### src/rtl/spi_imu_pkg.sv
// Shared types and constants for the SPI IMU responder.
// Holds the FSM state type, the RW bit meaning and the default WHOAMI identity.
package spi_imu_pkg;

  typedef enum logic [1:0] {
    IDLE = 2'd0,
    ADDR = 2'd1,
    DATA = 2'd2
  } state_t;

  localparam logic       RW_READ         = 1'b1;
  localparam logic [6:0] WHOAMI_ADDR_DEF = 7'h0F;
  localparam logic [7:0] WHOAMI_VAL_DEF  = 8'h68;

endpackage

### src/rtl/spi_imu_responder_edge_sync.sv
// Two-flop synchroniser with single-cycle rise/fall pulses taken from the synchronised level.
// RST_VAL sets the level the synchroniser assumes while in reset.
module edge_sync #(
  parameter logic RST_VAL = 1'b1
) (
  input  logic clk,
  input  logic reset,
  input  logic din,
  output logic q,
  output logic rise,
  output logic fall
);

  logic meta_r;
  logic sync_r;
  logic prev_r;

  // Synchroniser chain plus one delayed copy for edge detection
  always_ff @(posedge clk) begin
    if (!reset) begin
      meta_r <= RST_VAL;
      sync_r <= RST_VAL;
      prev_r <= RST_VAL;
    end else begin
      meta_r <= din;
      sync_r <= meta_r;
      prev_r <= sync_r;
    end
  end

  assign q    = sync_r;
  assign rise = sync_r & ~prev_r;
  assign fall = ~sync_r & prev_r;

endmodule

### src/rtl/spi_imu_responder.sv
// SPI mode-3 peripheral emulating the IMU: byte register file read/written by the master,
// with a host port that loads sensor bytes for closed-loop testing.
module spi_imu_responder
  import spi_imu_pkg::*;
#(
  parameter int         NREGS       = 16,
  parameter logic [6:0] WHOAMI_ADDR = WHOAMI_ADDR_DEF,
  parameter logic [7:0] WHOAMI_VAL  = WHOAMI_VAL_DEF
) (
  input  logic                     clk,
  input  logic                     reset,
  input  logic                     cs,
  input  logic                     sclk,
  input  logic                     sdi,
  output logic                     sdo,
  output logic                     sdo_oe,
  input  logic                     host_we,
  input  logic [$clog2(NREGS)-1:0] host_addr,
  input  logic [7:0]               host_wdata,
  output logic                     wr_valid,
  output logic [6:0]               wr_addr,
  output logic [7:0]               wr_data,
  output logic                     frame_done
);

  localparam int         AW      = $clog2(NREGS);
  localparam logic [7:0] NREGS_W = 8'(NREGS);

  logic cs_lvl_unused, cs_rise, cs_fall;
  logic sclk_lvl_unused, sclk_rise, sclk_fall;
  logic sdi_s, sdi_rise_unused, sdi_fall_unused;

  // cs resets low so a frame already in progress at reset is ignored until cs goes high then low
  edge_sync #(.RST_VAL(1'b0)) u_cs_sync (
    .clk(clk), .reset(reset), .din(cs), .q(cs_lvl_unused), .rise(cs_rise), .fall(cs_fall)
  );
  edge_sync #(.RST_VAL(1'b1)) u_sclk_sync (
    .clk(clk), .reset(reset), .din(sclk), .q(sclk_lvl_unused), .rise(sclk_rise), .fall(sclk_fall)
  );
  edge_sync #(.RST_VAL(1'b0)) u_sdi_sync (
    .clk(clk), .reset(reset), .din(sdi), .q(sdi_s), .rise(sdi_rise_unused), .fall(sdi_fall_unused)
  );

  state_t     state_r, state_next;
  logic [2:0] bit_cnt_r;
  logic [6:0] addr_r;
  logic       rw_r;
  logic       byte_seen_r;
  logic [7:0] rx_sh_r;
  logic [7:0] tx_sh_r;
  logic [7:0] regs_r [NREGS];

  logic [7:0] rx_next_s;
  logic       byte_end_s;
  logic [6:0] rd_addr_s;
  logic [7:0] rd_data_s;
  logic       commit_s;

  // Shift-in value, read-address selection and SPI write-commit qualification
  always_comb begin
    rx_next_s  = {rx_sh_r[6:0], sdi_s};
    byte_end_s = sclk_rise && (bit_cnt_r == 3'd7);
    rd_addr_s  = 7'h00;
    rd_data_s  = 8'h00;
    commit_s   = 1'b0;
    // After the address byte the first fetch uses the just-received address, later fetches addr+1
    if (state_r == ADDR) begin
      rd_addr_s = rx_next_s[6:0];
    end else begin
      rd_addr_s = addr_r + 7'd1;
    end
    if (rd_addr_s == WHOAMI_ADDR) begin
      rd_data_s = WHOAMI_VAL;
    end else if ({1'b0, rd_addr_s} < NREGS_W) begin
      rd_data_s = regs_r[rd_addr_s[AW-1:0]];
    end else begin
      rd_data_s = 8'h00;
    end
    commit_s = (state_r == DATA) && (rw_r != RW_READ) && byte_end_s && !cs_rise &&
               ({1'b0, addr_r} < NREGS_W) && (addr_r != WHOAMI_ADDR);
  end

  // FSM state register
  always_ff @(posedge clk) begin
    if (!reset) begin
      state_r <= IDLE;
    end else begin
      state_r <= state_next;
    end
  end

  // FSM next-state logic
  always_comb begin
    state_next = state_r;
    case (state_r)
      IDLE: begin
        if (cs_fall) begin
          state_next = ADDR;
        end else begin
          state_next = IDLE;
        end
      end
      ADDR: begin
        if (cs_rise) begin
          state_next = IDLE;
        end else if (byte_end_s) begin
          state_next = DATA;
        end else begin
          state_next = ADDR;
        end
      end
      DATA: begin
        if (cs_rise) begin
          state_next = IDLE;
        end else begin
          state_next = DATA;
        end
      end
      default: state_next = IDLE;
    endcase
  end

  // Serial datapath: bit/byte counting, address capture, tx shifter and event pulses
  always_ff @(posedge clk) begin
    if (!reset) begin
      bit_cnt_r   <= 3'd0;
      addr_r      <= 7'h00;
      rw_r        <= 1'b0;
      byte_seen_r <= 1'b0;
      rx_sh_r     <= 8'h00;
      tx_sh_r     <= 8'h00;
      sdo         <= 1'b0;
      sdo_oe      <= 1'b0;
      wr_valid    <= 1'b0;
      wr_addr     <= 7'h00;
      wr_data     <= 8'h00;
      frame_done  <= 1'b0;
    end else begin
      wr_valid   <= 1'b0;
      frame_done <= 1'b0;
      if (cs_rise) begin
        sdo         <= 1'b0;
        sdo_oe      <= 1'b0;
        bit_cnt_r   <= 3'd0;
        byte_seen_r <= 1'b0;
        frame_done  <= (state_r != IDLE) && byte_seen_r;
      end else if (state_r == IDLE) begin
        bit_cnt_r   <= 3'd0;
        byte_seen_r <= 1'b0;
      end else begin
        if (sclk_rise) begin
          rx_sh_r   <= rx_next_s;
          bit_cnt_r <= bit_cnt_r + 3'd1;
          if (bit_cnt_r == 3'd7) begin
            byte_seen_r <= 1'b1;
            if (state_r == ADDR) begin
              rw_r    <= rx_next_s[7];
              addr_r  <= rx_next_s[6:0];
              tx_sh_r <= rd_data_s;
            end else if (rw_r == RW_READ) begin
              addr_r  <= addr_r + 7'd1;
              tx_sh_r <= rd_data_s;
            end else begin
              wr_valid <= 1'b1;
              wr_addr  <= addr_r;
              wr_data  <= rx_next_s;
              addr_r   <= addr_r + 7'd1;
            end
          end
        end
        if (sclk_fall && (state_r == DATA) && (rw_r == RW_READ)) begin
          sdo     <= tx_sh_r[7];
          tx_sh_r <= {tx_sh_r[6:0], 1'b0};
          sdo_oe  <= 1'b1;
        end
      end
    end
  end

  // Register file; the host write is last so it wins a same-address collision
  always_ff @(posedge clk) begin
    if (!reset) begin
      for (int i = 0; i < NREGS; i++) begin
        regs_r[i] <= 8'h00;
      end
    end else begin
      if (commit_s) begin
        regs_r[addr_r[AW-1:0]] <= rx_next_s;
      end
      if (host_we) begin
        regs_r[host_addr] <= host_wdata;
      end
    end
  end

endmodule

### config.mk
export PLATFORM = sky130hd
export DESIGN_NAME = spi_imu_responder
export DESIGN_NICKNAME = d
export VERILOG_FILES = /design/src/rtl/spi_imu_pkg.sv /design/src/rtl/spi_imu_responder_edge_sync.sv /design/src/rtl/spi_imu_responder.sv
export SDC_FILE = /design/constraint.sdc
export NUM_CORES = 1
export LEC_CHECK = 0
export ABC_AREA = 1
export CAP_MARGIN = 20
export CORE_MARGIN = 2
export CORE_UTILIZATION = 30
export CTS_CLUSTER_DIAMETER = 30
export DETAILED_ROUTE_END_ITERATION = 10
export GPL_TIMING_DRIVEN = 0
export SLEW_MARGIN = 10
export SYNTH_ARGS = -nofsm -noshare
export SYNTH_HDL_FRONTEND = slang
export SYNTH_SLANG_ARGS = --single-unit
### constraint.sdc
create_clock -name clk -period 2.2 [get_ports clk]
set_clock_uncertainty 0.1 [all_clocks]
set_input_delay 0.44 -clock clk [delete_from_list [all_inputs] [get_ports clk]]
set_output_delay 0.44 -clock clk [all_outputs]
set_load 0.01 [all_outputs]
==> results.md, run 1 <==
- The flow ran to the end, but the final reports show violations.
- The final reports fail on setup timing.
- The post-placement setup slack is -1.04 ns.
- The number of antenna violations at the first check in global routing is 0.
- For the worst setup path, the data arrival time is 2.53 ns.
- Synthesis instantiated 33 different standard cells from the library.
- The setup-violating endpoint count in the final report is 18.
- The per-cell via count in the routed design is 5.43.
- The number of antenna diodes in the final layout is 0.
- The critical path is of the reg2reg type.
- The TritonCTS clock tree is done.
- Pin placement for this block handled 37 I/O pins.
- In this run, the number of DRC markers left after iteration 0 of detailed routing was 984.
- The first global-routing pass estimated 48,400 um of wire.
- The floorplan step defined a die boundary enclosing 32,600 um^2.
- Yosys attributes the largest share of cell area to edfxtp_1 41%, dfxtp_1 12%, nand2_1 12%, nand3_1 9.6%, o22ai_1 5.4%.
- The number of max-slew violations in the final report was 0.
- At the pin with the least slew margin, the transition time is 0.940 ns.
- The most instantiated library cell after synthesis is nand2_1.
- In this run the power density over the cells is 671 nW/um^2.
- The switching fraction of total power is 23.3%.
- The count of warnings emitted by yosys is 0.
- Ranked by instance count, the synthesized netlist is headed by 290 x nand2_1, 180 x nand3_1, 128 x edfxtp_1, 80 x o22ai_1, 77 x o21ai_0.
- After detailed placement, the total cell area comes to 10,200 um^2.
- Synthesis produced a netlist with a net count of 1,150.
- The synthesized design contains 128 enable-type register cells.
- The detail-routed net length per standard cell is 20.3 um.
- The all-layer global routing usage is 19.7%.
- Across all setup checks in the final design, the least slack found is -0.0501 ns.
- The beginning of the worst register-to-register path is addr_r[0].
- Input and output buffers added on the ports amount to 36.
- For this run, the leading register cell type out of synthesis is edfxtp_1.
- Summed over all instances, the cell type with the most area after synthesis is edfxtp_1.
- The number of buffers on the longest clock path is 2.
- Of the post-synthesis cell area, the dominant cell type holds 41.1%.
- The internal power contribution is 5.88 mW.
- The net switching component of the power is 1.79 mW.
- The master cell of the clock root buffer is clkbuf_16.
- The clock reaches the later pin of the worst-skew pair after 0.45 ns.
- The final critical path takes up 102% of the cycle.
- The standard-cell row count is 64.
- Compared with the post-synthesis result, the final layout area differs by 22.3%.
- The number of failing hold endpoints at the final stage came to 0.
- The remaining max-slew budget at the tightest pin is 37.3%.
- The start point of the critical path is addr_r[0].
- Buffers inserted to repair hold after CTS numbered 0.
- The area of the core is 30,700 um^2.
- Of the total synthesized cell area, the portion taken by XOR and XNOR cells is 0.0937%.
- Synthesis produced 1,126 cells.
- For this run, the top clock speed supported by timing is 0.444 GHz.
- The initial utilization of the core area, before any placement, comes to 30.5%.
- The share of power burned in the clock network is 42.3%.
- In this run the horizontal extent of the chip is 180 um.
- The tightest min-delay check is of the reg2reg type.
- The proportion of layout cells with a drive suffix above 1 is 14.8%.
- In this run the vertical extent of the chip is 180 um.
- The clock tree synthesis step divided the H-tree into 4 levels.
- The share of the Yosys chip area taken by registers is 53.1%.
- The critical path required time is 2.48 ns.
- After synthesis, the largest family of logic cells by area is simple AND/OR/NAND/NOR gates.
- Detailed routing inserted a total of 8,703 vias.
- For this design the static power due to leakage is 4.15 nW.
- The synthesized netlist devotes 0.803% of its cell area to adder and majority cells.
- A synthesized cell averages 8.30 um^2.
- The number of optimization iterations in the first detailed-route pass is 8.
- Clock-pin slew was measured on the worst setup and hold paths at 0.07 ns.
- Entering global routing, the biggest net connects 17 pins.
- In the routed design, unresolved DRC markers number 0.
- The congestion estimate from routability-driven global placement came to 0.958.
- Buffers inserted during clock tree synthesis total 17.
- Max-cap violations in this run came to 0.
- Setup repair after global routing could not meet its margin everywhere.
- Of the total synthesized cell area, the portion taken by AND, OR, NAND and NOR gates is 25.7%.
- The leftover overflow at the end of global routing is 0.
- The total clock sinks is 184.
- The final routed wirelength across all metal layers is 32,600 um.
- The filler cells instantiated in the layout total 3,090.
- Sequential cells burn 50.8% of the power.
- The number of nets in the final layout is 1,218.
- The routed design could run at a clock period as short as 2.25 ns.
- Of all nets on the critical path, the largest fanout is 6.
- The flop and latch count out of synthesis is 184.
- Measured against the total synthesized area, the mux share comes to 0%.
- Across the VDD grid, the largest voltage drop is 0.559 mV.
- The cell area after layout is 11,400 um^2.
- The element type at the critical path start is a flip-flop.
- The synthesized netlist occupies a cell area of 9350 um^2.
- The share of the synthesized area in compound gates (AO/OA/AOI/OAI) is 13.0%.
- Setup total negative slack on the finished layout was measured at -0.272 ns.
- The relative contribution of combinational cells to total power is 6.9%.
- Counting flops with an async set or reset pin after synthesis yields a share of 0%.
- The detail route stage leaves a number of antenna-violating nets equal to 0.
- The worst setup path is captured at a flip-flop.
- The half-perimeter wire length after placement is 22,900 um.
- The beginning of the worst hold path is u_sclk_sync.meta_r.
- The via count of the first global-routing pass was 8,138.
-- cells in the final DEF (no fill, tap or decap), types with 3 or more instances in the layout --
cell,synthesis,final
bufinv_16,0,4
buf_4,2,16
nor2_1,59,50
nor2_2,4,9
o21ai_1,2,3
nand3_2,1,7
nor2_4,1,5
dfxtp_1,56,51
buf_12,0,3
o211ai_1,4,4
nand2_1,290,275
clkinv_2,0,5
dfxtp_2,0,3
inv_1,67,63
o22ai_1,80,80
buf_1,8,8
inv_2,9,16
clkbuf_8,0,3
clkinvlp_4,0,6
clkinv_1,11,4
buf_2,19,12
nand3_1,180,162
o21ai_4,1,3
clkbuf_1,41,24
edfxtp_1,128,128
nand3_4,0,12
buf_6,5,9
o21ai_0,77,76
clkbuf_4,0,4
nand2_2,6,15
clkdlybuf4s50_1,0,35
clkbuf_16,0,17
ha_1,6,4
clkbuf_2,0,10
nand2_4,0,6
a21oi_1,50,49
nand4_1,7,7
-- power groups by stage --
stage	logic, mW	clock network (mW)	registers [mW]
after global routing	0.564	3.39	3.90
after CTS	0.508	3.25	3.89
after global placement	0.468	0	3.97
final	0.530	3.25	3.89
after floorplan	0.278	0	3.94
after detailed placement	0.475	0	3.97
-- timing repair --
item,4_1_cts,5_1_grt
hold endpoints to repair,0,0
pin swaps,4,5
resized for setup,92,50
buffers inserted,8,7
gates cloned,1,0
endpoints found under the setup margin,256,181
-- metal layers --
layer | part of all wire (%) | up-vias | global-route usage (%) | wire (um)
li1 | - | 4037 | - | -
met1 | 38 | 4123 | 24.0 | 12400
met2 | 49 | 431 | 33.5 | 15900
met3 | 7.8 | 112 | 2.97 | 2540
met4 | 5.4 | 0 | 11.1 | 1770
met5 | 0 | - | 0 | 0
-- final cells by class --
type | count | area [um^2] | share of cell area [%]
Inverter | 87 | 338 | 2.96
Clock buffer | 19 | 433 | 3.79
Tap cell | 396 | 495 | 4.34
Clock inverter | 13 | 179 | 1.57
Sequential cell | 184 | 4980 | 43.6
Buffer | 72 | 427 | 3.73
Timing Repair Buffer | 52 | 523 | 4.58
Multi-Input combinational cell | 780 | 4050 | 35.5
-- state kept, by name, summed over array words and instances (netlist names), 2 cells and up --
register and cells:
regs_r 128, tx_sh_r 8, wr_data 8, addr_r 7
rx_sh_r 7, wr_addr 7, bit_cnt_r 3, state_r 2
-- critical path: stages (launching register included) --
cell        delay, ns
dfxtp_4          0.39
clkinvlp_4       0.14
ha_4             0.30
inv_1            0.04
nand2_1          0.10
o21ai_4          0.13
clkbuf_8         0.20
nand3_1          0.11
nand3_1          0.17
nand3_1          0.16
nand4_1          0.17
a21oi_1          0.17
-- kinds of logic (layout without fill, tap and decap cells) --
family                     count (synthesis)  count (layout)
buffers and inverters                    162             243
AOI/OAI and AO/OA                        217             217
and+or+nand+nor                          556             556
xor gates and xnor gates                   1               1
adders and majority gates                  6               6
DFF                                      184             184
-- final timing paths --
| kind | depth (start not counted) | to | slack, ns |
|---|---|---|---|
| worst max-delay path | 11 | tx_sh_r[4] | -0.05 |
| worst min-delay path | 1 | u_sclk_sync.q | 0.32 |
| worst max register to register | 11 | tx_sh_r[4] | -0.05 |
| worst min register to register | 1 | u_sclk_sync.q | 0.32 |
-- through the flow --
step                      total power, mW  util, %  std cells  hold slack, ns
final                                7.67     37.3       1603           0.316
after global routing                 7.86     37.3       1603           0.345
after global placement               4.44     33.3       1558           0.299
after floorplan                      4.22        -       1126           0.290
after detailed placement             4.45     33.3       1558           0.304
after CTS                            7.65     36.6       1597           0.319
No activity file was read; power rests on OpenSTA's default activity.
==> run 2, diff against run 1 <==
--- a/config.mk
+++ b/config.mk
@@ -9,10 +9,9 @@
 export CAP_MARGIN = 20
 export CORE_MARGIN = 2
 export CORE_UTILIZATION = 30
-export CTS_CLUSTER_DIAMETER = 30
 export DETAILED_ROUTE_END_ITERATION = 10
 export GPL_TIMING_DRIVEN = 0
-export SLEW_MARGIN = 10
+export SLEW_MARGIN = 20
 export SYNTH_ARGS = -nofsm -noshare
 export SYNTH_HDL_FRONTEND = slang
 export SYNTH_SLANG_ARGS = --single-unit
==> results of run 2 <==
The final DEF is identical to that of run 1; final timing and power are the same.
